[src/rtl/mem_access_ctrl.sv]
`default_nettype none
// ============================================================================
// Module      : mem_access_ctrl
// Description : Sequences the MAR/MDR/DRAM datapath for an instruction-fetch
//               port (read only) and a data port (read/write). Round-robin
//               arbitration, fixed ADDR/WAIT/ACCESS/DONE cycle sequence and a
//               one-cycle acknowledge carrying the read data.
// Revision    : 1.0 - initial release
// ============================================================================
module mem_access_ctrl #(
  parameter int ADDR_W   = 18,
  parameter int DATA_W   = 9,
  parameter int WAIT_CYC = 1
) (
  input  logic              clk,
  input  logic              rst_n,
  input  logic              f_req,
  input  logic [ADDR_W-1:0] f_addr,
  output logic              f_ack,
  output logic [DATA_W-1:0] f_rdata,
  input  logic              d_req,
  input  logic              d_we,
  input  logic [ADDR_W-1:0] d_addr,
  input  logic [DATA_W-1:0] d_wdata,
  output logic              d_ack,
  output logic [DATA_W-1:0] d_rdata,
  output logic              mar_write,
  output logic [ADDR_W-1:0] mar_din,
  output logic              mdr_write,
  output logic              mdr_src,
  output logic [DATA_W-1:0] mdr_din,
  input  logic [DATA_W-1:0] mdr_dout,
  output logic              dram_write,
  output logic              busy,
  output logic [1:0]        gnt
);

  typedef enum logic [2:0] {
    IDLE   = 3'd0,
    ADDR   = 3'd1,
    WAIT   = 3'd2,
    ACCESS = 3'd3,
    DONE   = 3'd4
  } state_t;

  state_t            state;
  logic [3:0]        cnt;
  logic              last_data;  // 1 when the data port won the last grant
  logic              own_data;   // owner of the current transaction
  logic              we_l;       // latched write flag (always 0 for fetch)
  logic [DATA_W-1:0] f_hold;
  logic [DATA_W-1:0] d_hold;
  logic              pick_data;

  // Arbitration choice: data wins when alone, or on a tie when fetch went last
  assign pick_data = d_req && (!f_req || !last_data);

  // Main sequencer; every datapath strobe is a registered output of this FSM
  always_ff @(posedge clk or negedge rst_n) begin
    if (!rst_n) begin
      state      <= IDLE;
      cnt        <= 4'd0;
      last_data  <= 1'b1;
      own_data   <= 1'b0;
      we_l       <= 1'b0;
      f_ack      <= 1'b0;
      d_ack      <= 1'b0;
      f_hold     <= '0;
      d_hold     <= '0;
      mar_write  <= 1'b0;
      mar_din    <= '0;
      mdr_write  <= 1'b0;
      mdr_src    <= 1'b0;
      mdr_din    <= '0;
      dram_write <= 1'b0;
      busy       <= 1'b0;
      gnt        <= 2'b00;
    end else begin
      case (state)
        IDLE: begin
          if (f_req || d_req) begin
            state     <= ADDR;
            busy      <= 1'b1;
            own_data  <= pick_data;
            last_data <= pick_data;
            gnt       <= pick_data ? 2'b10 : 2'b01;
            we_l      <= pick_data & d_we;
            mar_write <= 1'b1;
            mar_din   <= pick_data ? d_addr : f_addr;
            mdr_write <= pick_data & d_we;
            mdr_src   <= pick_data & d_we;
            if (pick_data) begin
              mdr_din <= d_wdata;
            end
          end
        end
        ADDR: begin
          mar_write <= 1'b0;
          mdr_write <= 1'b0;
          mdr_src   <= 1'b0;
          cnt       <= 4'(WAIT_CYC);
          state     <= WAIT;
        end
        WAIT: begin
          cnt <= cnt - 4'd1;
          // <=1 rather than ==1 so an out-of-range WAIT_CYC of 0 cannot stall
          if (cnt <= 4'd1) begin
            state      <= ACCESS;
            mdr_write  <= ~we_l;
            dram_write <= we_l;
          end
        end
        ACCESS: begin
          mdr_write  <= 1'b0;
          dram_write <= 1'b0;
          f_ack      <= ~own_data;
          d_ack      <= own_data;
          state      <= DONE;
        end
        DONE: begin
          f_ack <= 1'b0;
          d_ack <= 1'b0;
          busy  <= 1'b0;
          gnt   <= 2'b00;
          state <= IDLE;
          if (!we_l) begin
            if (own_data) begin
              d_hold <= mdr_dout;
            end else begin
              f_hold <= mdr_dout;
            end
          end
        end
        default: state <= IDLE;
      endcase
    end
  end

  // Read data is live MDR output during the completing read, else the hold copy
  assign f_rdata = (f_ack && !we_l) ? mdr_dout : f_hold;
  assign d_rdata = (d_ack && !we_l) ? mdr_dout : d_hold;

endmodule
`default_nettype wire

[config.mk]
export PLATFORM = sky130hd
export DESIGN_NAME = mem_access_ctrl
export DESIGN_NICKNAME = d
export VERILOG_FILES = /design/src/rtl/mem_access_ctrl.sv
export SDC_FILE = /design/constraint.sdc
export NUM_CORES = 1
export LEC_CHECK = 0
export CAP_MARGIN = 40
export CORE_MARGIN = 1
export CORE_UTILIZATION = 44
export CTS_CLUSTER_SIZE = 28
export DETAILED_ROUTE_END_ITERATION = 16
export GPL_ROUTABILITY_DRIVEN = 0
export PLACE_DENSITY_LB_ADDON = 0.25
export SETUP_SLACK_MARGIN = 0.1
export SYNTH_ARGS = -nofsm -noshare
export SYNTH_HDL_FRONTEND = slang
export SYNTH_SLANG_ARGS = --single-unit
[constraint.sdc]
create_clock -name clk -period 2.39 [get_ports clk]
set_input_delay 0.717 -clock clk [delete_from_list [all_inputs] [get_ports clk]]
set_output_delay 0.717 -clock clk [all_outputs]
set_load 0.005 [all_outputs]
==> impl_metrics.toml <==
[sta]
fmax_ghz = 0.432
slew_violations = 0
fin_crit_ps = 2320
timing.hold.ws_ps = 408
hold_violations = 0
rsz0062_at_grt = "true"
fin_skew_ps = 9.86
fin_crit_sh = 0.969
relSlewSlack = 0.553
tns_ps = 0
worst_slew_pin_slew_ps = 671
setup_violations = 0

[floorplanning]
dieArea_mm2 = 0.00695
start_util = 0.456
core_mm2 = 0.00639
die_h_um = 83.4
core.rowCount = 29
ios = 113
fp.dieW_um = 83.4

[synth]
syn_nets = 308
synthCells = 247
synth.largest_area_cell = "dfrtp_1"
avgSynthCellArea_um2 = 11.8
yosysUniqueCellTypes = 31
synth_warnings = 0
synth_seq_area_share = 0.550
synth_top_area_share = 0.541
syn_area_mm2 = 0.00291
synth_seq_cells = 64
ys_top_cells_by_area = "dfrtp_1 54%, mux2_2 18%, mux2i_1 6.5%"

[layout]
syn2layout_area_growth_pct = 53.5
mostFrequentLayoutCells = "86 x clkdlybuf4s50_1, 63 x dfrtp_1, 39 x mux2_2"
final_cells = 461
final_area_mm2 = 0.00447
drive_gt1_frac = 0.292
final_common_cell = "clkdlybuf4s50_1"
fin_nets = 440
final_core_util = 0.700
antenna-diode-count = 0
num-fill-cells = 473

[clocking]
insertion_delay_ps = 340
clockBufferDepth = 2
cts_num_sinks = 64
clk_pin_slew_ps = 70
clockRootBuffer = "clkbuf_8"
cts_max_level = 3
cts-buffers-inserted = 9
cts_hold_buf = 0
cts_tree = "done"

[routing]
drtIter0Drc = 82
avgRoutedWirePerCell_um = 14.9
routed_wl_um = 6870
antenna_left = 0
vias = 2294
dr.pass1.iters = 4
avgViaCountPerCell = 4.98
drc = 0

[critical_path]
critPathRequiredTime_ps = 1670
end_kind = "primary output"
rr_worst_depth = 3
timing.rr.start = "state[2]$_DFFE_PN0P_"
crit_arrival_ps = 1600
ff2ff_setup_slack_ps = 420
cp_max_fo = 5
worstSetupPathType = "flip-flop to primary output"
r2r_end = "f_hold[7]$_DFFE_PN0P_"
startpoint_type = "flip-flop"

[global_route]
first_global_vias = 2380
antenna_found_initial = 0
gr-total-overflow = 0
grt_max_degree = 33
grt_util_all_layers = 0.217
grt_pass1_wl_um = 11700

[flow_run]
drv_cap = 0

[power_and_ir_drop]
switchingPower_mw = 1.81
peakVddDrop_mv = 0.808
p_sw_frac = 0.327
power.internal_mw = 3.71
power_frac_comb = 0.492
leakage_nw = 2.00
clockPowerShare = 0.151
p_seq_frac = 0.357
powerDensity_mw_per_mm2 = 1240

[placed_design]
dp.final_hpwl_um = 4910
place_inst = 436
place_area_mm2 = 0.00419
numPortBuffers = 112

[hold_path]
hp-class = "input port to async pin"

[status]
outcome = "completed"
Yosys cell counts, drive strengths merged:
library cell,n
nand2,34
dfrtp,63
nand3,2
a211oi,1
o211ai,2
buf,6
nor2,10
nor3b,2
inv,4
o32ai,1
xnor2,1
ha,2
mux2i,19
nor2b,3
nor3,4
and2b,1
dfstp,1
o22ai,1
clkbuf,7
a21oi,4
a221oi,1
or3b,2
a21boi,1
o21ai,27
nand2b,2
mux2,46
cell families (layout without fill, tap and decap cells):
family | after synthesis | after routing | share of synthesized area
xor gates and xnor gates | 1 | 1 | 0.00301
and+or+nand+nor | 60 | 60 | 0.0967
adders and majority gates | 2 | 2 | 0.00859
DFF | 64 | 64 | 0.550
buffers and inverters | 17 | 154 | 0.0266
muxes | 65 | 65 | 0.243
AOI/OAI and AO/OA | 38 | 38 | 0.0717
worst max path at each step:
stage                                start    endpoint  slack, ps  cells past startpoint
after floorplan           we_l$_DFFE_PN0P_  f_rdata[0]        440                      3
after global placement         mdr_dout[4]  f_rdata[4]       -230                      3
after detailed placement       mdr_dout[1]  d_rdata[1]       -260                      3
after CTS                 we_l$_DFFE_PN0P_  f_rdata[7]         80                      5
after global routing      we_l$_DFFE_PN0P_  f_rdata[5]         20                      5
final                     we_l$_DFFE_PN0P_  f_rdata[7]         70                      5
stage by stage:
step	power (mW)	worst slack, ps
after floorplan	3.17	439
after global placement	4.51	-227
after detailed placement	4.59	-256
after CTS	5.41	79.0
after global routing	5.93	17.9
final	5.52	73.2
layer usage:
layer / up-vias / GRT usage / part of all wire
met3: 4 / 0.0785 / 0.069
met5: - / 0 / 0
met4: 0 / 0.0752 / 0.0067
li1: 1121 / - / -
met1: 1098 / 0.266 / 0.42
met2: 71 / 0.355 / 0.51
power groups by stage:
stage          combinational (mW)  sequential (mW)  clock (mW)
6_report                     2.72             1.97       0.833
5_1_grt                      2.97             2.05       0.910
3_5_place_dp                 2.60             1.98           0
4_1_cts                      2.58             1.97       0.854
3_3_place_gp                 2.55             1.95           0
2_1_floorplan                1.26             1.91           0
registers in the layout, indices dropped and copies added (netlist names), 2 cells and up:
name     flops
mar_din     18
state        3
mdr_din      9
f_hold       9
cnt          4
d_hold       9
gnt          2
area by class of cell:
type	count	area, um2	share of cell area
flip-flops and latches	64	1600	0.358
repair buffers	134	1290	0.289
multi-input cells	166	1280	0.287
clock buffers	10	138	0.0308
well taps	77	96.3	0.0215
clock inverters	6	45.0	0.0101
inverters	4	15.0	0.00336
worst max-delay path, cell delays in order, from the launching register on:
cell and delay (ps):
dfrtp_1 420, buf_6 120, nand2b_4 160, buf_12 120
mux2_2 330, buf_6 120
timing repair:
| action | CTS | global route |
|---|---|---|
| setup endpoints to repair | 18 | 18 |
| gates cloned | 1 | 0 |
| resized for setup | 82 | 18 |
| setup buffers | 7 | 1 |
| pin swaps | 0 | 0 |
| endpoints found under the hold margin | 0 | 0 |
Power figures use the tool's default switching activity.
